### src/rtl/router_out_arbiter.sv
// ---------------------------------------------------------------------------
// router_out_arbiter
//
// Output-port arbiter for a wormhole router. Up to NPORT input ports compete
// for this output. A round-robin search picks one winner, which then holds
// the output until it has sent its tail flit. Flits only cross when the
// downstream buffer has room, which is tracked with a credit counter.
//
// Ports
//   clk         single clock, all state on the rising edge
//   RST_        asynchronous active-low reset; release is synchronised to clk
//   REQ         bit i: input port i has a head flit for this output
//   VALID       bit i: input port i presents a valid flit this cycle
//   TAIL        bit i: the flit presented by port i is the packet tail
//   CRED_RET    one downstream credit returned this cycle
//   GNT         one-hot grant (registered)
//   SEL         binary index of the granted port, for the crossbar mux
//               (registered; holds its last value while idle)
//   FIRE        a flit crosses to the output this cycle (combinational)
//   LOCKED      output held by a packet (registered)
//   CREDIT_CNT  available downstream credits (registered)
// ---------------------------------------------------------------------------
module router_out_arbiter #(
    parameter int NPORT   = 5,   // number of requesting input ports
    parameter int CREDITS = 4    // downstream buffer depth in flits, 1..7
) (
    input  logic             clk,
    input  logic             RST_,
    input  logic [NPORT-1:0] REQ,
    input  logic [NPORT-1:0] VALID,
    input  logic [NPORT-1:0] TAIL,
    input  logic             CRED_RET,
    output logic [NPORT-1:0] GNT,
    output logic [2:0]       SEL,
    output logic             FIRE,
    output logic             LOCKED,
    output logic [2:0]       CREDIT_CNT
);

    localparam logic [2:0] CRED_MAX  = 3'(CREDITS);
    // After reset the pointer sits on the last port so port 0 wins first.
    localparam logic [2:0] PTR_RESET = 3'(NPORT - 1);

    typedef enum logic {
        IDLE = 1'b0,
        LOCK = 1'b1
    } state_t;

    state_t           state_q, state_d;
    logic [NPORT-1:0] gnt_q, gnt_d;
    logic [2:0]       sel_q, sel_d;
    logic [2:0]       ptr_q, ptr_d;
    logic [2:0]       credit_q, credit_d;
    logic             run_q;

    logic             win_found;
    logic [2:0]       win_idx;
    logic [2:0]       cand;
    logic             fire;

    // -----------------------------------------------------------------------
    // Reset release. run_q is cleared asynchronously with everything else
    // but only rises on the first clock edge after RST_ goes high. Arbitration
    // is blocked until then, so the earliest grant lands on the second edge
    // and no grant can race the reset release.
    // -----------------------------------------------------------------------
    // NOTE: every register here uses non-blocking assignment so that all
    // flops sample their inputs at the same instant of the clock edge.
    always_ff @(posedge clk or negedge RST_) begin
        if (!RST_) begin
            run_q <= 1'b0;
        end else begin
            run_q <= 1'b1;
        end
    end

    // -----------------------------------------------------------------------
    // Round-robin winner: first set REQ bit searched cyclically starting at
    // (ptr + 1) mod NPORT. Because ptr is loaded with the last winner, that
    // port drops to the lowest priority for the next search.
    // -----------------------------------------------------------------------
    // NOTE: every signal driven in an always_comb gets a default first, so no
    // path through the block leaves it unassigned and no latch is inferred.
    always_comb begin
        win_found = 1'b0;
        win_idx   = '0;
        cand      = '0;
        for (int i = 0; i < NPORT; i++) begin
            cand = 3'((int'(ptr_q) + 1 + i) % NPORT);
            if (!win_found && REQ[cand]) begin
                win_found = 1'b1;
                win_idx   = cand;
            end
        end
    end

    // -----------------------------------------------------------------------
    // FSM next-state and outputs.
    //   IDLE: grant the round-robin winner if a credit is available.
    //   LOCK: forward flits of the granted port only; leave on the tail.
    // Leaving LOCK always passes through one IDLE cycle, so two grants never
    // occur on back-to-back edges.
    // -----------------------------------------------------------------------
    always_comb begin
        state_d = state_q;
        gnt_d   = gnt_q;
        sel_d   = sel_q;
        ptr_d   = ptr_q;
        fire    = 1'b0;

        unique case (state_q)
            IDLE: begin
                if (run_q && win_found && (credit_q != 3'd0)) begin
                    state_d        = LOCK;
                    gnt_d          = '0;
                    gnt_d[win_idx] = 1'b1;
                    sel_d          = win_idx;
                end
            end

            LOCK: begin
                // A credit returned in this same cycle only counts from the
                // next cycle on, so FIRE looks at the registered count.
                fire = VALID[sel_q] && (credit_q != 3'd0);
                // REQ of the granted port is not consulted here: the packet
                // keeps the output until its tail even if REQ drops.
                if (fire && TAIL[sel_q]) begin
                    state_d = IDLE;
                    gnt_d   = '0;
                    ptr_d   = sel_q;
                end
            end

            default: begin
                state_d = IDLE;
                gnt_d   = '0;
            end
        endcase
    end

    // -----------------------------------------------------------------------
    // Credit counter. FIRE consumes one, CRED_RET returns one; both together
    // cancel. A return while already full is dropped. FIRE is only possible
    // with a non-zero count, so the decrement cannot underflow.
    // -----------------------------------------------------------------------
    always_comb begin
        credit_d = credit_q;
        unique case ({fire, CRED_RET})
            2'b10: credit_d = credit_q - 3'd1;
            2'b01: begin
                if (credit_q != CRED_MAX) begin
                    credit_d = credit_q + 3'd1;
                end
            end
            default: credit_d = credit_q;
        endcase
    end

    // -----------------------------------------------------------------------
    // State registers. Reset drops any packet in flight immediately; since
    // FIRE is decoded from the LOCK state it goes low with the reset too.
    // -----------------------------------------------------------------------
    always_ff @(posedge clk or negedge RST_) begin
        if (!RST_) begin
            state_q  <= IDLE;
            gnt_q    <= '0;
            sel_q    <= '0;
            ptr_q    <= PTR_RESET;
            credit_q <= CRED_MAX;
        end else begin
            state_q  <= state_d;
            gnt_q    <= gnt_d;
            sel_q    <= sel_d;
            ptr_q    <= ptr_d;
            credit_q <= credit_d;
        end
    end

    assign GNT        = gnt_q;
    assign SEL        = sel_q;
    assign FIRE       = fire;
    assign LOCKED     = (state_q == LOCK);
    assign CREDIT_CNT = credit_q;

endmodule

### config.mk
export PLATFORM = sky130hd
export DESIGN_NAME = router_out_arbiter
export DESIGN_NICKNAME = d
export VERILOG_FILES = /design/src/rtl/router_out_arbiter.sv
export SDC_FILE = /design/constraint.sdc
export NUM_CORES = 1
export LEC_CHECK = 0
export ABC_CLOCK_PERIOD_IN_PS = 10700
export BUFFER_PORTS_ARGS = -buffer_cell sky130_fd_sc_hd__buf_2
export CORE_MARGIN = 2
export CORE_UTILIZATION = 48
export CTS_BUF_LIST = sky130_fd_sc_hd__clkbuf_8
export DETAILED_ROUTE_END_ITERATION = 16
export PLACE_DENSITY_LB_ADDON = 0.2
export SETUP_SLACK_MARGIN = 0.4
export SYNTH_ARGS = -nofsm -noshare
export SYNTH_HDL_FRONTEND = slang
export SYNTH_SLANG_ARGS = --single-unit
### constraint.sdc
create_clock -name clk -period 10.7 [get_ports clk]
set_input_delay 1.07 -clock clk [delete_from_list [all_inputs] [get_ports clk]]
set_output_delay 1.07 -clock clk [all_outputs]
set_load 0.01 [all_outputs]
; After elaboration in Yosys (flattened, before gate mapping)
; Index checks and enable logic that the tools add are counted.
[word_totals]
ff_bits = 16
input_bits = 18
output_inout_bits = 13
word_cells = 87
[classes]
n_addsub = 7
div = 5
n_lt_le_gt_ge = 8
eq_ne = 6
mux = 35
bitwise_logic = 1
reduce_logical = 19
[ops]
columns = op, n
row1 = $mod 32x4->32 const B, 5
row2 = $add 32x3->32 const B, 2
row3 = $add 32x2->32 const B, 1
row4 = $lt 3x4->1 const B, 7
row5 = $bmux 1 s3, 7
row6 = $mux 3, 6
row7 = $mux 1, 16
row8 = $mux 5, 2
row9 = $pmux 5 s2, 1
row10 = $logic_and 1x1->1, 9
row11 = $reduce_and 2->1, 4
row12 = $pmux 3 s2, 1
row13 = $add 4x3->5 const B, 1
row14 = $add 3x1->4 const B, 1
row15 = $logic_not 1->1, 4
row16 = $ne 2x2->1 const B, 2
row17 = $add 3x1->3 const B, 1
row18 = $demux 1 s3, 1
row19 = $ge 3x1->1 const B, 1
row20 = $ne 3x3->1 const B, 1
row21 = $reduce_bool 3->1, 1
row22 = $sub 3x1->3 const B, 1
row23 = $eq 2x1->1 const B, 1
row24 = $eq 2x2->1 const B, 1
row25 = other kinds (4), 4

; Depth between registers and ports, before layout
; Gate-level depths: netlist (run 1).
[logic_depth]
word_depth = 23
depth_mapped = 33
mapped_depth_nobuf = 29

; Worst setup path before layout (run 1)
; OpenSTA, ideal clock, no wires.
[synth_path]
path_kind = flip-flop to flip-flop
start = register ptr_q[0]
end = register gnt_q[2] (netlist: GNT[2])
setup_ns = 0.095
t_arrival_ns = 6.609
required_ns = 10.605
slack_ns = 3.995
path_stages_with_launch = 32
n_path_buf = 2
synth_period_minus_slack_ns = 6.705
cell_sequence = dfrtp_1 -> buf_2 -> clkinv_1 -> ha_1 -> ha_1 -> nor2b_1 -> nor2_1 -> ha_1 -> inv_1 -> a41oi_2 -> xnor2_1 -> clkinv_2 -> ha_1 -> nor2_1 -> nand2_1 -> mux2i_1 -> mux2i_1 -> and2_1 -> ha_1 -> nand2b_1 -> a21oi_1 -> a2bb2oi_1 -> a221oi_1 -> a2111o_1 -> buf_6 -> a31oi_4 -> nand2_2 -> a21bo_4 -> o221a_4 -> a32oi_2 -> o2bb2ai_2 -> o31ai_1
[synth_via]
elab_chain_len = 23
word_cells_on_any_way = 49
classes_between = add/sub: 5 / div: 5 / order compare: 2 / eq/ne: 1 / mux: 24 / reduce/logical: 12
[synth_lines]
columns = item, line_no
row1 = start: declaration, 52  ; logic [2:0] ptr_q, ptr_d;
row2 = start signal: assignment, 174  ; ptr_q <= ptr_d;
row3 = $add 3x1->4 (*), 89  ; cand = 3'((int'(ptr_q) + 1 + i) % NPORT);
row4 = "parallel branches: the longest is 22 deep, another holds $add 32x2->32", --
row5 = end signal: assignment, 172  ; gnt_q <= gnt_d;
row6 = end: declaration, 50  ; logic [NPORT-1:0] gnt_q, gnt_d;
; Mark *: on every way between the ends. The select of a mux whose other input is x is not followed.
; A chain may end at the register's enable or synchronous reset.

; Worst setup path after layout (run 1)
[layout_path]
start = register ptr_q[0]
end = register gnt_q[0] (netlist: GNT[0])
; Same word-level chain as after synthesis.

==> results of run 1 <==
==> sequential cells by signal (all words and copies together) (netlist names) <==
name,cells
run_q,1
CREDIT_CNT,3
GNT,5
SEL,3
ptr_q,3
LOCKED,1
==> worst paths after layout <==
| kind | startpoint | cells past startpoint | to | slack [ps] |
|---|---|---|---|---|
| min | GNT[4] | 2 | GNT[4] | 530 |
| max | ptr_q[0] | 29 | GNT[0] | 2990 |
| max reg2reg | ptr_q[0] | 29 | GNT[0] | 2990 |
| max in group asynchronous | RST_ | 1 | CREDIT_CNT[2] | 9660 |
| min in group asynchronous | RST_ | 1 | LOCKED | 730 |
| min reg2reg | GNT[4] | 2 | GNT[4] | 530 |
==> layer usage <==
layer,up-vias,part of all wire
met5,-,0
met3,10,0.060
met2,127,0.44
met1,1681,0.49
li1,1759,-
met4,0,0.0095
==> synthesized netlist by cell type (5+ instances only) <==
cell and count:
nand2_1 44, ha_1 41, inv_1 31, nor2_1 29, a21oi_1 28, mux2i_1 25, o21ai_0 23, dfrtp_1 14
nand3_1 14, mux2_2 13, xnor2_1 12, nor3_1 11, buf_2 9, nand2b_1 9, nor2b_1 9, a21o_1 7
o22ai_1 7, a31oi_1 6, and3_1 6, o211ai_1 6, clkbuf_1 5, mux4_2 5, o21a_1 5
==> cell type report <==
class / count / area, um2 / share of cell area
well taps: 102 / 128 / 0.0322
clock buffers: 4 / 55.1 / 0.0139
multi-input cells: 394 / 3070 / 0.775
inverters: 37 / 143 / 0.0360
flip-flops and latches: 16 / 403 / 0.102
repair buffers: 32 / 165 / 0.0417
==> through the flow <==
| stage | std cells | cell area (um2) | hold WS (ps) | utilization |
|---|---|---|---|---|
| 2_1_floorplan | 466 | 3720 | 535 | - |
| 3_3_place_gp | 581 | 3910 | 506 | 0.514 |
| 3_5_place_dp | 581 | 3910 | 499 | 0.514 |
| 4_1_cts | 585 | 3960 | 521 | 0.521 |
| 5_1_grt | 585 | 3960 | 563 | 0.521 |
| 6_report | 585 | 3960 | 527 | 0.521 |
==> cells by family after synthesis <==
| kind of cell | count (synthesis) |
|---|---|
| simple gates | 147 |
| compound gates | 143 |
| fa+ha+maj | 42 |
| mux | 44 |
| other cells | 1 |
| buf+inv | 56 |
| xor+xnor | 17 |
| flops | 16 |
==> critical path: cells and delay by family (launching register included) <==
| family | cells | cell delay [ps] |
|---|---|---|
| flip-flops | 1 | 350 |
| buffers and inverters | 3 | 610 |
| XOR/XNOR | 1 | 390 |
| adder cells (fa/ha/maj) | 5 | 2030 |
| AND/OR/NAND/NOR | 8 | 1440 |
| AO/OA/AOI/OAI | 10 | 2460 |
| multiplexers | 2 | 320 |
==> results.md, run 1 <==
Clocking:
- The count of hold buffers inserted by post-cts repair is 0.
- Buffers added to address setup during post-CTS repair amount to 0.
- The number of clock buffers added by TritonCTS is 3.
- Counting every sink on the clock net gives 16.
- The later pin in the worst-skew pair is clocked with a latency of 240 ps.
- The clock passes through at most 2 buffers.
- The clock-pin slew on the worst setup and hold paths is 60 ps.
- The master cell of the clock root buffer is clkbuf_8.
- TritonCTS built the clock tree.
- CTS built an H-tree with a depth of 1.
- Post-CTS repair changed the size of 0 cells.

Worst setup path:
- On the worst path, the slowest cell contributes a delay of 860 ps.
- The kind of capture point of the worst setup path is a flop.
- Data on the critical path is required at its endpoint by 10840 ps.
- For this design, the slowest cell found on the critical path is ha_1.
- The worst setup path is launched from a flop.
- The critical path in this run is classified as reg -> reg.
- The data arrival time of the worst path is 7840 ps.
- The largest fanout on the critical path is 19.
- Counting stages on the worst path, the most repeated cell is ha_1.

Finish:
- The antenna diode count is 0.
- Leaving out fill and tap cells, the most frequent cell in the layout is nand2_1.
- In the final layout, the share of cells above drive strength 1 is 0.182.
- The filler cell count in the final layout is 739.
- The library cells used most frequently in the layout, excluding fill and tap cells, are nand2_1, ha_1, inv_1.
- The synthesis-to-layout area growth is 6.52%.
- After the last flow step, the layout net total stands at 544.

Die:
- The count of boundary I/O pins is 31.
- In this run the standard cell core region covers 7610 um2.
- The horizontal extent of the die is 92.0 um.
- The row count is 32.
- The die footprint is 8470 um2.
- For this configuration, the core starts out at a cell density of 0.489.
- The floorplan step set the die height to 92.0 um.

Timing:
- The final number of hold-violating endpoints came to 0.
- Setup repair after global routing left no endpoint under its margin.
- The post-layout worst setup margin is 2990 ps.
- For the pin with the worst max-slew slack, the measured transition is 993 ps.
- The maximum clock rate is 130 MHz.
- The final count of negative-setup-slack endpoints is 0.
- The minimum period implied by the final worst setup slack is 7710 ps.
- The max-slew violation count was 0.
- For the final database, setup skew stands at 2.42 ps.
- Dividing the final minimum period by the clock period gives 0.720.
- In the final timing run, aggregate negative setup slack is 0 ps.
- The worst max-slew margin expressed relative to the limit is 0.327.

Global routing:
- The initial antenna violation count came to 0.
- The first global-routing pass estimated 16000 um of wire.
- The met2 track demand over resource in global routing is 0.347.
- In the global route stage, met3 resource usage came out at 0.0222.
- The total global-route track usage is 0.225.
- The via count of the first global-routing pass is 3398.
- For this run, global-route usage on met1 was measured as 0.340.
- Entering global routing, the biggest net connects 36 pins.
- In this run the most used layer during global routing was met2.
- The total overflow left after global routing is 0.

Yosys:
- The biggest area contributor in the post-synthesis netlist is ha_1.
- Measured against the total synthesized area, the mux share comes to 0.140.
- The share of synthesized area in the top cell type comes to 0.138.
- Of the synthesized area, sequential elements account for 0.108.
- The distinct cell type count of the synthesized netlist is 90.
- The number of instances in the synthesized netlist is 466.
- The xor and xnor fraction of the mapped netlist area is 0.0491.
- Of the total synthesized cell area, the portion taken by AND, OR, NAND and NOR gates is 0.199.
- For this run, asynchronously set or reset flops after synthesis account for 1.00.
- Counting every net in the synthesized netlist gives 526.
- The leading register cell type out of synthesis is dfrtp_1.
- Yosys mapped a number of flops with a built-in enable equal to 0.
- The number of flip-flops and latches in the synthesized netlist is 16.
- Of the total synthesized cell area, the portion taken by full adders, half adders and majority gates is 0.143.
- The number of warnings printed during yosys synthesis is 0.
- By area the synthesized netlist is led by ha_1, dfrtp_1, mux2i_1, nand2_1, mux2_2.
- The average footprint of a synthesized cell is 7.99 um2.
- The cell area that synthesis handed to floorplanning was 3720 um2.
- The combinational family with the most area after synthesis is compound AO/OA/AOI/OAI gates.
- The complex-gate fraction of the synthesized area is 0.293.

Placed design:
- Routability-driven placement finished with a final weighted congestion of 1.00.
- Input and output buffers added on the ports amount to 30.
- The setup slack at placement is 3130 ps.
- The placed wire-length estimate is 7290 um.

Drt:
- The first routing iteration left 300 violations.
- The number of optimization iterations in the first detailed-route pass is 5.
- In the routed layout, each cell is associated on average with a via count of 6.11.
- The overall via count from detail_route is 3577.
- The detailed-route wire length per cell is 16.0 um.
- The number of routed nets with antenna violations is 0.
- The total wire length is 9340 um.
- After detailed routing, the number of remaining DRC violations is 0.

Outcome:
- The flow ran to the end, and the final reports show no timing, DRC or antenna violations.

Hold path:
- The path type of the worst min-delay path is reg -> reg.

Flow run:
- The number of max-cap violations is 0.
Power of run 1 is left out: the tool's default activity adds up to more than one toggle a clock period on the data nets, which glitch-free logic cannot reach.
==> inputs of run 2 (changes only) <==
ABC_CLOCK_PERIOD_IN_PS = 6950   (was 10700)
clock period = 6.95 ns   (was 10.7 ns; I/O delays follow)
==> results.md, run 2 (synthesized netlist as in run 1, its figures left out) <==
Outcome:
- The flow ran to the end, and the final reports show no timing, DRC or antenna violations.

Global routing:
- The routing usage on met3 is 0.0156.
- The total global-route track usage is 0.224.
- Global routing finished with a remaining overflow of 0.
- The via count of the first global-routing pass came to 3399.
- For this run, global-route usage on met1 was measured as 0.324.
- Entering global routing, the biggest net connects 33 pins.
- After global routing, the most crowded layer is met2.
- The first global-routing pass estimated 16000 um of wire.
- The initial antenna violation count came to 0.
- The met2 track demand over resource in global routing is 0.377.

Worst setup path:
- The startpoint-to-endpoint class of the critical path is reg -> reg.
- STA classifies the critical path endpoint as a flop.
- The register-to-register setup slack is 750 ps.
- Counting cells, the worst reg-to-reg path comes to 24.
- In this run the worst setup path begins at ptr_q[2].
- In this run the critical register-to-register path is launched from ptr_q[2].
- The startpoint class of the critical path is a flop.
- The largest fanout on the critical path is 18.
- The data arrival time of the worst path is 6390 ps.
- The data required time at the worst endpoint is 7140 ps.
- The capture point of the worst reg-to-reg path is GNT[0].

Clocking:
- The clock-pin slew on the worst setup and hold paths is 70 ps.
- In this run, post-CTS hold repair placed 0 buffers.
- The CTS tree is built.
- At the later pin of the worst-skew pair, clock insertion delay measures 250 ps.
- The number of sinks handled by clock tree synthesis is 16.
- In this run the number of H-tree levels came out at 1.
- TritonCTS created 3 clock buffers.
- The maximum root-to-sink buffer count is 2.
- The master cell of the clock root buffer is clkbuf_8.

Finish:
- The most common cell after layout, fill and taps aside is nand2_1.
- The net count of the finished layout is 559.
- The top cell types in the final layout, fill and taps aside, are nand2_1, ha_1, inv_1.
- The post-route cell area is 4130 um2.
- Relative to the synthesized area, the layout overhead comes to 11.0%.
- The repair_antennas step left the layout with diodes totalling 0.
- Summing all flip-flop and latch instances after layout gives 404 um2.
- The fraction of final layout cells sized beyond drive strength 1 is 0.227.
- Counting the fill cells in the layout gives 723.
- The combined area of the multi-input logic cells is 3110 um2.
- The register with the most flip-flops in the layout has 5 of them.

Drt:
- The vias per cell is 6.06.
- After detailed routing, the number of remaining DRC violations is 0.
- The first routing iteration left 237 violations.
- For this block, the via count after detailed routing is 3636.
- The detail route stage leaves a number of antenna-violating nets equal to 0.
- The number of optimization iterations in the first detailed-route pass is 5.
- The total wire length is 9560 um.
- After detailed routing, the average wire length per cell comes to 15.9 um.

Placed design:
- The instance area at placement is 3990 um2.
- During placement, the flow inserted port buffers numbering 30.
- At the end of routability-driven placement, the weighted congestion stood at 0.947.
- Detailed placement finished with a half-perimeter wire length of 7430 um.

Timing:
- On the final layout, the worst clock skew is 6.51 ps.
- Setup repair after global routing left no endpoint under its margin.
- Measured against its own limit, the worst slew margin works out to 0.371.
- Of the available clock period, the critical path in the final layout requires 0.892.
- The setup TNS after final layout is 0 ps.
- The max-slew violation count is 0.
- The smallest clock period supported by the final layout is computed as 6200 ps.
- Setup violations remaining at the end of the flow were counted as 0.
- Timing would allow up to 161 MHz.
- The worst-margin pin slew is 929 ps.
- The final number of hold-violating endpoints is 0.

Die:
- The core area is 7610 um2.
- The effective utilization at floorplan is 0.489.
- The row count is 32.
- The count of boundary I/O pins is 31.
- The horizontal extent of the die is 92.0 um.
- The floorplan step defined a die boundary enclosing 8470 um2.
- In this run the vertical extent of the chip is 92.0 um.

Flow run:
- The number of max-cap violations is 0.

Hold path:
- The path type of the worst min-delay path is in -> async.
-- run 2: cell types whose count changed in the layout (fill, tap and decap cells not counted), sizes merged --
| cell | change |
|---|---|
| buf | +15 |
| clkbuf | -1 |
| inv | +1 |
-- run 2: area by class of cell --
class	instances	share of cell area
multi-input cells	394	0.753
flip-flops and latches	16	0.0978
repair buffers	47	0.0721
inverters	37	0.0348
well taps	102	0.0309
clock buffers	3	0.0100
clock inverters	1	0.000909
-- run 2: repair_timing --
action	CTS	global route
buffers inserted	0	5
setup endpoints to repair	3	9
pin swaps	0	3
gates resized for setup	1	11
-- run 2: worst max-delay path by stage --
stage | slack, ps | endpoint
6_report | 750 | GNT[0]
5_1_grt | 380 | GNT[2]
4_1_cts | 460 | GNT[3]
3_5_place_dp | 390 | GNT[0]
3_3_place_gp | 630 | GNT[0]
2_1_floorplan | 470 | GNT[2]
-- run 2: per-layer routing --
layer,vias to the layer above,wire (um)
li1,1792,-
met1,1730,4540
met2,110,4490
met3,4,497
met4,0,36
met5,-,0
-- run 2: stage by stage --
| step | hold WS [ps] | cells | setup slack (ps) | utilization |
|---|---|---|---|---|
| after floorplan | 399 | 466 | 467 | - |
| after global placement | 504 | 591 | 630 | 0.524 |
| after detailed placement | 492 | 591 | 389 | 0.524 |
| after CTS | 368 | 595 | 456 | 0.530 |
| after global routing | 383 | 600 | 379 | 0.543 |
| final | 355 | 600 | 752 | 0.543 |
-- run 2: worst max-delay path, cell delays in order, from the launching register on --
cell      delay [ps]
dfstp_2          750
xor2_2           220
buf_6            240
ha_1             220
a21bo_2          250
a31oi_4          220
inv_2            120
ha_1             240
inv_1            100
nand2_1           80
a21o_1           190
xnor2_1          240
inv_1            110
ha_1             200
a21oi_1          250
o211ai_2         180
xnor2_2          250
ha_1             250
a31oi_1           70
mux2i_2          290
mux2_2           410
mux2i_2          320
mux2_2           420
a211oi_1         330
a31o_1           190
Power of run 2 is left out for the same reason.
